[config.mk]
export PLATFORM = sky130hd
export DESIGN_NAME = turn_on_sequencer
export DESIGN_NICKNAME = d
export VERILOG_FILES = /design/src/rtl/g15_pkg.sv /design/src/rtl/origin_watchdog.sv /design/src/rtl/turn_on_sequencer.sv
export SDC_FILE = /design/constraint.sdc
export NUM_CORES = 1
export LEC_CHECK = 0
export ABC_AREA = 1
export BUFFER_PORTS_ARGS = -buffer_cell sky130_fd_sc_hd__buf_2
export CORE_ASPECT_RATIO = 1.4
export CORE_UTILIZATION = 63
export DETAILED_ROUTE_END_ITERATION = 6
export GPL_TIMING_DRIVEN = 0
export PLACE_DENSITY_LB_ADDON = 0.15
export SETUP_SLACK_MARGIN = 0.5
export SLEW_MARGIN = 30
export SYNTH_ARGS = -nofsm -noshare
export SYNTH_HDL_FRONTEND = slang
export SYNTH_HIERARCHICAL = 1
export SYNTH_SLANG_ARGS = --single-unit
[constraint.sdc]
create_clock -name CLOCK -period 3.35 [get_ports CLOCK]
set_input_delay 0 -clock CLOCK [delete_from_list [all_inputs] [get_ports CLOCK]]
set_output_delay 0 -clock CLOCK [all_outputs]
set_load 0.02 [all_outputs]
[src/rtl/g15_pkg.sv]
// g15_pkg: definitions shared by the turn-on sequencer and the drum-timing
// monitors.
//   ts_state_t        - turn-on sequencer states, encoded as shown on the
//                       maintenance panel STATE lamps.
//   ts_outs_t         - bundle of the registered turn-on control outputs.
//   DRUM_BITS_PER_REV - clocks (bit times) per drum revolution.
//   DEF_*             - default parameter values for the sequencer.
//   rev_load()        - revolution-counter preload for an N-revolution phase.
//   ts_decode()       - Moore decode from a state to its control outputs.
package g15_pkg;

    localparam int DRUM_BITS_PER_REV  = 3132;

    localparam int DEF_WARMUP_REVS    = 4;
    localparam int DEF_CLEAR_REVS     = 2;
    localparam int DEF_NT_REVS        = 1;
    localparam int DEF_OP_REVS        = 1;
    localparam int DEF_ORIGIN_TIMEOUT = 3200;

    localparam int REV_W = 4;   // revolution counter width
    localparam int WD_W  = 12;  // origin watchdog counter width

    typedef enum logic [2:0] {
        TS_OFF     = 3'd0,
        TS_WARMUP  = 3'd1,
        TS_CLEAR   = 3'd2,
        TS_NT_LOAD = 3'd3,
        TS_OP      = 3'd4,
        TS_NO_OP   = 3'd5,
        TS_RUN     = 3'd6,
        TS_FAULT   = 3'd7
    } ts_state_t;

    typedef struct packed {
        logic clear;
        logic no_clear;
        logic nt;
        logic op;
        logic no_op;
        logic run;
        logic fault;
    } ts_outs_t;

    // A phase of N revolutions preloads N-1; N = 0 behaves as N = 1.
    // N above 16 does not fit the 4-bit counter and is truncated.
    function automatic logic [REV_W-1:0] rev_load(input int revs);
        if (revs <= 1) begin
            return '0;
        end
        return REV_W'(revs - 1);
    endfunction

    function automatic ts_outs_t ts_decode(input ts_state_t s);
        ts_outs_t o;
        o = '0;
        case (s)
            TS_NT_LOAD: begin
                o.no_clear = 1'b1;
                o.nt       = 1'b1;
            end
            TS_OP: begin
                o.no_clear = 1'b1;
                o.op       = 1'b1;
            end
            TS_NO_OP: begin
                o.no_clear = 1'b1;
                o.no_op    = 1'b1;
            end
            TS_RUN: begin
                o.no_clear = 1'b1;
                o.no_op    = 1'b1;
                o.run      = 1'b1;
            end
            TS_FAULT: begin
                o.clear = 1'b1;
                o.fault = 1'b1;
            end
            default: begin
                // OFF, WARMUP, CLEAR: hold CQ clear, number track cleared.
                o.clear = 1'b1;
            end
        endcase
        return o;
    endfunction

endpackage

[src/rtl/origin_watchdog.sv]
// origin_watchdog: counts clocks since the last drum origin pulse.
//   clk     in  system clock (one drum bit time)
//   rst_n   in  asynchronous active-low reset
//   hold    in  force the count to 0 (monitor disarmed)
//   origin  in  one-clock origin strobe; clears the count
//   timeout out high in the clock whose edge brings the count to TIMEOUT,
//               and while the count sits saturated at TIMEOUT
// The count clears on origin, otherwise increments and saturates at TIMEOUT.
// timeout looks one edge ahead so a consumer registering it reacts on the
// same edge the count reaches TIMEOUT; it is forced low by hold or origin.
module origin_watchdog
    import g15_pkg::*;
#(
    parameter int TIMEOUT = DEF_ORIGIN_TIMEOUT,
    parameter int W       = WD_W
) (
    input  logic clk,
    input  logic rst_n,
    input  logic hold,
    input  logic origin,
    output logic timeout
);

    localparam logic [W-1:0] LIMIT = W'(TIMEOUT);

    logic [W-1:0] count_q;

    always_ff @(posedge clk or negedge rst_n) begin
        if (!rst_n) begin
            count_q <= '0;
        end else if (hold || origin) begin
            count_q <= '0;
        end else if (count_q != LIMIT) begin
            count_q <= count_q + 1'b1;
        end
    end

    assign timeout = !hold && !origin && (count_q >= (LIMIT - 1'b1));

endmodule

[src/rtl/turn_on_sequencer.sv]
// turn_on_sequencer: steps the machine from power-on through number-track
// clear, number-track load and operating-mode entry, ending in RUN.
//   CLOCK        in  system clock, one clock = one drum bit time
//   rst          in  asynchronous active-low reset
//   PWR_ON       in  power switch (level)
//   DC_READY     in  supplies stable (level); only examined in OFF
//   DRUM_ORIGIN  in  one-clock strobe at word 0 / T0, once per revolution.
//                    There is no handshake: each strobe is consumed in the
//                    clock it is high and never stalls.
//   PWR_CLEAR    out clear CQ
//   PWR_NO_CLEAR out 0 = clear the number track
//   PWR_NT       out copy M19 into the number track
//   PWR_OP       out reset CY and CG
//   PWR_NO_OP    out set CY
//   RUN          out sequence complete
//   FAULT        out origin timeout, sticky until PWR_ON drops
//   STATE        out current state (ts_state_t encoding) for the panel
// All outputs come straight from flops; none has a combinational path from
// an input. Priority within one clock: PWR_ON low, then timeout, then origin.
module turn_on_sequencer
    import g15_pkg::*;
#(
    parameter int WARMUP_REVS    = DEF_WARMUP_REVS,
    parameter int CLEAR_REVS     = DEF_CLEAR_REVS,
    parameter int NT_REVS        = DEF_NT_REVS,
    parameter int OP_REVS        = DEF_OP_REVS,
    parameter int ORIGIN_TIMEOUT = DEF_ORIGIN_TIMEOUT
) (
    input  logic       CLOCK,
    input  logic       rst,
    input  logic       PWR_ON,
    input  logic       DC_READY,
    input  logic       DRUM_ORIGIN,
    output logic       PWR_CLEAR,
    output logic       PWR_NO_CLEAR,
    output logic       PWR_NT,
    output logic       PWR_OP,
    output logic       PWR_NO_OP,
    output logic       RUN,
    output logic       FAULT,
    output logic [2:0] STATE
);

    ts_state_t        state_q, state_d;
    ts_state_t        adv_state;
    logic [REV_W-1:0] rev_q, rev_d, adv_load;
    logic             started_q, started_d;
    ts_outs_t         outs_q, outs_d;
    logic             wd_hold, wd_timeout;

    // The watchdog is disarmed while the machine is off or already faulted.
    assign wd_hold = (state_q == TS_OFF) || (state_q == TS_FAULT);

    origin_watchdog #(
        .TIMEOUT(ORIGIN_TIMEOUT),
        .W      (WD_W)
    ) u_origin_watchdog (
        .clk    (CLOCK),
        .rst_n  (rst),
        .hold   (wd_hold),
        .origin (DRUM_ORIGIN),
        .timeout(wd_timeout)
    );

    // Where each timed phase goes when its last revolution ends, and the
    // counter preload for that next phase. NO_OP is always one revolution.
    always_comb begin
        adv_state = state_q;
        adv_load  = '0;
        case (state_q)
            TS_WARMUP: begin
                adv_state = TS_CLEAR;
                adv_load  = rev_load(CLEAR_REVS);
            end
            TS_CLEAR: begin
                adv_state = TS_NT_LOAD;
                adv_load  = rev_load(NT_REVS);
            end
            TS_NT_LOAD: begin
                adv_state = TS_OP;
                adv_load  = rev_load(OP_REVS);
            end
            TS_OP: begin
                adv_state = TS_NO_OP;
                adv_load  = '0;
            end
            TS_NO_OP: begin
                adv_state = TS_RUN;
                adv_load  = '0;
            end
            default: begin
                adv_state = state_q;
                adv_load  = '0;
            end
        endcase
    end

    always_comb begin
        state_d   = state_q;
        rev_d     = rev_q;
        started_d = started_q;

        if (!PWR_ON) begin
            state_d   = TS_OFF;
            rev_d     = '0;
            started_d = 1'b0;
        end else if (wd_timeout) begin
            state_d   = TS_FAULT;
            rev_d     = '0;
            started_d = 1'b0;
        end else begin
            case (state_q)
                TS_OFF: begin
                    if (DC_READY) begin
                        state_d   = TS_WARMUP;
                        rev_d     = rev_load(WARMUP_REVS);
                        started_d = 1'b0;
                    end
                end
                TS_WARMUP, TS_CLEAR, TS_NT_LOAD, TS_OP, TS_NO_OP: begin
                    if (DRUM_ORIGIN) begin
                        if ((state_q == TS_WARMUP) && !started_q) begin
                            // WARMUP is entered off-origin; its first origin
                            // only marks the start of revolution 1.
                            started_d = 1'b1;
                        end else if (rev_q == '0) begin
                            state_d = adv_state;
                            rev_d   = adv_load;
                        end else begin
                            rev_d = rev_q - 1'b1;
                        end
                    end
                end
                default: begin
                    // RUN and FAULT hold until PWR_ON drops.
                end
            endcase
        end

        outs_d = ts_decode(state_d);
    end

    always_ff @(posedge CLOCK or negedge rst) begin
        if (!rst) begin
            state_q   <= TS_OFF;
            rev_q     <= '0;
            started_q <= 1'b0;
            outs_q    <= ts_decode(TS_OFF);
        end else begin
            state_q   <= state_d;
            rev_q     <= rev_d;
            started_q <= started_d;
            outs_q    <= outs_d;
        end
    end

    assign PWR_CLEAR    = outs_q.clear;
    assign PWR_NO_CLEAR = outs_q.no_clear;
    assign PWR_NT       = outs_q.nt;
    assign PWR_OP       = outs_q.op;
    assign PWR_NO_OP    = outs_q.no_op;
    assign RUN          = outs_q.run;
    assign FAULT        = outs_q.fault;
    assign STATE        = state_q;

endmodule

# After elaboration in Yosys (flattened, before gate mapping)
# Index checks and enable logic that the tools add are counted.
# classes
add_sub_neg	2
mul	0
div	0
magnitude_cmp	1
n_eq_ne	17
n_shift	0
muxes	31
n_bitwise	0
n_reduce_logical	16
# ops
operator	n
12-bit 2-to-1 mux	2
4-bit 2-to-1 mux	6
3-bit == test (second input constant)	7
3-bit 2-to-1 mux	6
4-bit by 3-bit inequality test with 1-bit output (second input constant)	4
3-bit one-hot mux with 5 select lines	1
1-bit 2-to-1 mux	13
12-bit by 1-bit adder with 12-bit output (second input constant)	1
12-bit greater-or-equal comparator (second input constant)	1
12-bit inequality test (second input constant)	1
3-bit by 2-bit == test with 1-bit output (second input constant)	3
4-bit one-hot mux with 2 select lines	1
4-bit AND reduction	2
3-bit one-hot mux with 2 select lines	1
5-bit OR reduction	1
4-bit logical NOT	1
4-bit by 1-bit inequality test with 1-bit output (second input constant)	1
4-bit OR reduction	1
4-bit by 1-bit subtractor with 4-bit output (second input constant)	1
3-bit by 1-bit == test with 1-bit output (second input constant)	1
1-bit logical AND	3
1-bit logical NOT	3
3-bit logical NOT	1
1-bit logical OR	2
other kinds (3)	3
# totals
regBits	27
latchBits	0
mem_bits_rw	0
romBits	0
inputBits	5
out_inout_bits	10
n_memories	0

# Logic depth before layout (Yosys ltp)
# Gate-level depths: netlist (run 1).
# depth
ltp_word	11
ltp_mapped	15

# Cells and area by module
# The synthesis (run 1) kept the hierarchy.
# by_module_without_submodules
mod	n_inst	cells_per_inst	area_per_inst_um2
turn_on_sequencer	1	119	904.6
origin_watchdog	1	105	754.5

# Least setup slack after synthesis (run 1)
# OpenSTA, ideal clock, no wires.
# synth_timing
path_type	register to register
from	reg state_q[1], in the netlist STATE[1]
to	reg rev_q[0]
setup_ns	0.083
arrival_time_ns	2.084
path_slack_ns	1.183
path_stages_with_launch	14
n_path_buf	1
cell_sequence	dfrtp_1 nor2_1 nand2_2 o21ai_0 nor2_1 buf_4 nand2_1 a31oi_1 nor2_1 inv_1 a21oi_1 a21oi_2 o211ai_1 o21ai_0
# synth_via
elab_cells_between_ends	25
cone_classes	eq/ne: 10; mux: 7; reduce/logical: 8
# synth_rtl
element	line_no	source
start: declaration	turn_on_sequencer.sv:44	ts_state_t state_q, state_d;
start signal: assignment	turn_on_sequencer.sv:150	state_q <= state_d;
3-bit == test or 3-bit logical NOT (tied branches)	turn_on_sequencer.sv:52	assign wd_hold = (state_q == TS_OFF) || (state_q == TS_FAULT);
1-bit logical OR *	turn_on_sequencer.sv:52	
via wd_hold	turn_on_sequencer.sv:49	logic wd_hold, wd_timeout;
1-bit logical NOT *	origin_watchdog.sv:38	assign timeout = !hold && !origin && (count_q >= (LIMIT - 1'b1));
1-bit logical AND * (2 in series)	origin_watchdog.sv:38	
via wd_timeout	turn_on_sequencer.sv:49	
4-bit by 3-bit inequality test with 1-bit output (no source line) (tied with other cells)	-	
4-bit AND reduction (no source line) or 4-bit 2-to-1 mux (tied branches)	-	
end signal: assignment	turn_on_sequencer.sv:151	rev_q <= rev_d;
end: declaration	turn_on_sequencer.sv:46	logic [REV_W-1:0] rev_q, rev_d, adv_load;
# Mark *: on every way through the listed nets, which the timed path passes. The rest lies on a longest branch. The select of a mux whose other input is x is not followed.
# A chain may end at the register's enable or synchronous reset.

# Worst setup path after layout (run 1)
# layout_timing
from	reg state_q[0], in the netlist STATE[0]
to	reg rev_q[0]
# Same word-level chain as after synthesis.

==> results of run 1 <==
power breakdown:
group	internal [uW]	switching (uW)
Clock	44.8	92.1
Combinational	27.7	59.7
Sequential	333	5.46
Total	406	157
worst max-delay path, stage by stage, from the launching register on:
cell and delay, ns:
dfrtp_1 0.49, nor2_1 0.12, nand2_2 0.11, o21ai_0 0.09
nor2_1 0.28, buf_4 0.25, nand2_1 0.07, a31oi_1 0.23
nor2_1 0.17, inv_1 0.10, a21oi_1 0.05, a21oi_2 0.24
o211ai_1 0.12, o21ai_0 0.09
synth_stat cells (2+ instances only):
cell type / count / area share [%]
nand2_1: 45 / 10
inv_1: 31 / 7.0
nor2_1: 28 / 6.3
dfrtp_1: 26 / 39
nand3_1: 20 / 6.0
a21oi_1: 12 / 3.6
nand2_2: 10 / 3.8
inv_2: 8 / 1.8
o21ai_0: 8 / 2.4
nand3_2: 5 / 3.0
ha_1: 4 / 3.0
nor2_2: 4 / 1.5
nor2_4: 4 / 2.7
nand4_1: 3 / 1.1
o211ai_1: 2 / 0.90
o21ai_1: 2 / 0.60
worst paths after layout:
path,start,endpoint,slack [ns],cells after the start
setup / recovery,STATE[0],rev_q[0],0.85,13
hold / removal,DC_READY,RUN,0.12,4
setup reg to reg,STATE[0],rev_q[0],0.85,13
hold reg to reg,rev_q[3],rev_q[3],0.53,2
max in group asynchronous,rst,STATE[2],2.75,2
min in group asynchronous,rst,rev_q[1],0.20,2
stage by stage:
stage                     setup WS, ns  utilization [%]
after floorplan                   1.18                -
after global routing             0.560             74.6
final                            0.849             74.6
after detailed placement         0.832             72.5
after global placement           0.869             72.5
after CTS                        0.791             74.4
final cells by class:
| type | count | area (sq um) | share of cell area (%) |
|---|---|---|---|
| Tap cell | 34 | 42.5 | 2.34 |
| Clock buffer | 3 | 22.5 | 1.24 |
| Buffer | 1 | 7.51 | 0.412 |
| Sequential cell | 27 | 679 | 37.3 |
| Clock inverter | 1 | 5.00 | 0.275 |
| Inverter | 39 | 146 | 8.04 |
| Timing Repair Buffer | 16 | 90.1 | 4.95 |
| Multi-Input combinational cell | 157 | 828 | 45.5 |
state kept, by name (all words and copies together) (netlist names):
register,cells
u_origin_watchdog/count_q,12
RUN,1
started_q,1
rev_q,4
PWR_NO_CLEAR,1
FAULT,1
PWR_NO_OP,1
PWR_OP,1
PWR_CLEAR,1
STATE,3
PWR_NT,1
cell families after synthesis:
group | Yosys count | synth area share, %
and+or+nand+nor | 122 | 36.0
buffers and inverters | 40 | 9.28
AOI/OAI and AO/OA | 30 | 10.3
DFF | 27 | 40.8
adders and majority gates | 4 | 3.02
xor gates and xnor gates | 1 | 0.528
metal layers:
layer,wire length [um],share of wire [%]
met5,0,0
met4,59,1.9
met3,42,1.3
met2,1710,55
met1,1320,42
what timing repair did:
action | in CTS | in global routing
setup buffers | 0 | 0
hold buffers | 2 | 0
endpoints found under the setup margin | 0 | 2
resized for setup | 0 | 2
hold endpoints to repair | 31 | 0
==> metrics, run 1 <==
most frequent cells in the layout nand2_1 (45), inv_1 (31), nor2_1 (28); Final Setup Violations 0; fill count 217; hold_ws 0.118 ns; routed vias 1463; first-pass GRT wire length 5580 um; leak pwr 0.000919 uW; Final ANT Viol Nets 0; CP startpoint kind flip-flop; Worst Path Required 3.61 ns; Tmin final 2.50 ns; Row Count 21; PnR Total Power 563 uW; post-synthesis net count 233; highest clock rate 0.400 GHz; WL/cell 11.3 um; synth unique cells 28; drt drc 0; Sink Count 27; GR met1 Demand/Resource 28.5%; Post-Layout Cell Count 278; total detailed-routing wirelength 3140 um; CTS max path bufs 2; Vias/cell 5.26; top_reg_cell synth dfrtp_1; Layout area overhead 9.80%; Post-synth EDFFs 0; Hold/Removal Path Class in2reg; pins over their slew limit 0; warning count from the yosys run 6; Initial Utilization 67.9%; pwr dens 309 mW/mm^2; gpl congestion 0.916; die width 45.4 um; Post-DP Area 0.00177 sq mm; DR iter-0 viols 23; post-synthesis sequential area ratio 40.8%; cell area after layout 0.00182 sq mm; H-tree Lvls 1; sum of negative setup slack 0 ns; vias in the first global route 1425; CTS tree yes; initial antenna violation count 0; met3 Use GR 2.89%; maximum vdd ir drop 337 uV; most common cell after layout, fill and taps aside nand2_1; diode count 0; measured slew at the worst slew-check pin 0.573 ns; root buf cell clkbuf_4; GRT busiest layer met2; clock buffer count from CTS 3; First-pass DRT Iterations 4; GRT Residual Overflow 0; Tcrit/Tclk final 74.7%; Die Ht 62.7 um; CP Class reg2reg; Placed Cells incl. Taps 272; I/O Buffers 14; clock edge transition at the registers on the reported setup and hold paths 0.14 ns; status finished, final reports clean; met2 usage 48.7%; Final HPWL DP 2480 um; Mapped Avg Cell Area 7.41 sq um; CP Capture Type flip-flop; asr flop ratio synth 100%; critical path peak fanout 10; Die ar. 0.00285 sq mm; RSZ-0062 raised after global routing false; final net count 254; Synth Cell Area 0.00166 sq mm; Worst Clk Skew 0.00517 ns; Seq cells post-synth 27; Mapped Cells 224; gr usage total 26.3%; IO Count 15; largest net degree at the start of global routing 28; WP data arrival 2.76 ns; layout cells sized above 1 23.0%; Worst-Skew Late Latency 0.33 ns; Slew HR 61.8%; Max-Cap Viols 0; Fin. Hold Viols 0; Core ar. 0.00244 sq mm
No activity file was read; power rests on OpenSTA's default activity.
==> inputs of run 2 (changes only) <==
--- a/config.mk
+++ b/config.mk
@@ -8,7 +8,7 @@
 export ABC_AREA = 1
 export BUFFER_PORTS_ARGS = -buffer_cell sky130_fd_sc_hd__buf_2
 export CORE_ASPECT_RATIO = 1.4
-export CORE_UTILIZATION = 63
+export CORE_UTILIZATION = 58
 export DETAILED_ROUTE_END_ITERATION = 6
 export GPL_TIMING_DRIVEN = 0
 export PLACE_DENSITY_LB_ADDON = 0.15
==> constraint.sdc (replaced) <==
create_clock -name CLOCK -period 2.6 [get_ports CLOCK]
set_input_delay 0 -clock CLOCK [delete_from_list [all_inputs] [get_ports CLOCK]]
set_output_delay 0 -clock CLOCK [all_outputs]
set_load 0.02 [all_outputs]
==> run 2 against run 1 <==
Maximum frequency increased by 25%. Die area increased by 8.3%. Final cell count increased by 8.3%. Critical endpoint unchanged. Sequential cell count unchanged. Sequential power increased by 29%. Non-clock buffer count increased by 21.
==> metrics, run 2 (synthesized netlist as in run 1, its figures left out) <==
maximum vdd ir drop 291 uV; largest net degree at the start of global routing 28; I/O Buffers 14; IO Count 15; CTS tree yes; CP Capture Type flip-flop; die width 47.2 um; Tcrit/Tclk final 76.9%; cell area after layout 0.00206 sq mm; pwr dens 370 mW/mm^2; routed vias 1591; total detailed-routing wirelength 3680 um; Worst Hold Path Cells 4; GRT Residual Overflow 0; drt drc 0; Post-Layout Cell Count 301; pins over their slew limit 0; crit path cell chain ha_4 -> nand2_1 -> nor2_4 -> nand2_1 -> a31oi_4 -> nor2_4 -> inv_2 -> a21oi_1 -> a21oi_2 -> buf_4 -> o21ai_1; Core Util, Final 77.1%; Worst-Skew Late Latency 0.32 ns; Largest Register u_origin_watchdog/count_q; vias in the first global route 1462; R2R cell count 11; Hold/Removal Path Class in2reg; slowest CP cell dfrtp_1; First-pass DRT Iterations 4; first-pass GRT wire length 5830 um; final net count 275; H-tree Lvls 1; initial antenna violation count 0; critical path peak fanout 7; Gate power share 18.5%; WP data arrival 2.22 ns; status finished, final reports clean; gpl congestion 0.921; DR iter-0 viols 42; Core ar. 0.00267 sq mm; layout cells sized above 1 34.7%; sum of negative setup slack 0 ns; area occupied by multi-input gates 895 sq um; Max-Cap Viols 0; CP startpoint kind flip-flop; clock edge transition at the registers on the reported setup and hold paths 0.15 ns; fill count 186; Sw Pwr 220 uW; Layout area overhead 24.1%; PnR Total Power 761 uW; Tmin final 2.00 ns; Vias/cell 5.29; root buf cell clkbuf_4; Die Ht 65.3 um; Largest register FFs 12; clock share of power 24.1%; CTS max path bufs 2; Worst Path Required 2.82 ns; leak pwr 0.00103 uW; Fin. Hold Viols 0; Reg2Reg Setup Slack 0.60 ns; Post-DP Area 0.00178 sq mm; Initial Utilization 62.1%; Die ar. 0.00308 sq mm; clock buffer count from CTS 3; Final ANT Viol Nets 0; internal power 541 uW; FF+latch area 681 sq um; slowest stage delay, CP 0.46 ns; Final HPWL DP 2300 um; RSZ-0062 raised after global routing false; most common cell after layout, fill and taps aside nand2_1; Sink Count 27; Final Setup Violations 0; diode count 0; highest clock rate 0.500 GHz; most frequent cells in the layout nand2_1 (42), inv_1 (28), dfrtp_1 (23), nor2_1 (23), buf_4 (21); WL/cell 12.2 um; Row Count 22; Slew HR 59.4%; gr usage total 25.9%; switching share of power 28.9%; Placed Cells incl. Taps 274; sequential fraction of design power 57.3%; CP Class reg2reg; measured slew at the worst slew-check pin 0.609 ns; Worst Clk Skew 0.00701 ns
-- run 2: changes by cell type in the layout (fill, tap and decap cells not counted), moves of 2 or more --
cell     before  now
o21ai_1       2    4
nor2_1       28   23
nand2_1      45   42
buf_4         1   21
inv_1        31   28
nor2_2        4    7
nor2_4        4    6
o21ai_0       8    5
nand2_2      10   12
inv_2         8   10
-- run 2: stage by stage --
step	hold WS, ns	worst slack, ns
after floorplan	-0.296	0.537
after global placement	0.0435	0.255
after detailed placement	0.0457	0.210
after CTS	0.0728	0.500
after global routing	0.0727	0.507
final	0.0838	0.601
-- run 2: power by group through the flow --
| stage | combinational (uW) | sequential, uW | clock, uW |
|---|---|---|---|
| after floorplan | 77.0 | 446 | 0 |
| after global placement | 109 | 444 | 0 |
| after detailed placement | 110 | 444 | 0 |
| after CTS | 121 | 435 | 194 |
| after global routing | 159 | 437 | 208 |
| final | 141 | 436 | 184 |
-- run 2: final timing paths --
path / from / to
max: u_origin_watchdog/count_q[1] / rev_q[0]
min: DC_READY / RUN
max reg2reg: u_origin_watchdog/count_q[1] / rev_q[0]
min reg2reg: rev_q[3] / rev_q[3]
max in group asynchronous: rst / STATE[2]
min in group asynchronous: rst / RUN
-- run 2: what timing repair did --
action,in CTS,in global routing
gates resized for setup,7,17
pin swaps,1,8
buffers inserted,6,15
setup endpoints to repair,12,13
hold buffers,2,0
endpoints found under the hold margin,32,0
-- run 2: cell type report --
type                    instances  share of cell area, %
clock inverters                 1                  0.365
multi-input cells             157                   43.5
repair buffers                 37                   12.0
flip-flops and latches         27                   33.1
inverters                      39                   7.23
clock buffers                   3                   1.09
plain buffers                   1                  0.547
well taps                      36                   2.19
-- run 2: critical path: cells and delay by family (launching register included) --
kind            cells  cell delay (ns)
simple gates        4             0.46
buf+inv             2             0.23
flops               1             0.46
fa+ha+maj           1             0.17
compound gates      4             0.60
-- run 2: routing by layer --
| layer | global-route usage (%) | part of all wire (%) | routed length (um) | vias up |
|---|---|---|---|---|
| li1 | - | - | - | 798 |
| met3 | 2.75 | 3.6 | 131 | 10 |
| met4 | 11.1 | 2.0 | 74 | 0 |
| met2 | 46.7 | 53 | 1940 | 57 |
| met1 | 29.2 | 42 | 1540 | 726 |
| met5 | 0 | 0 | 0 | - |
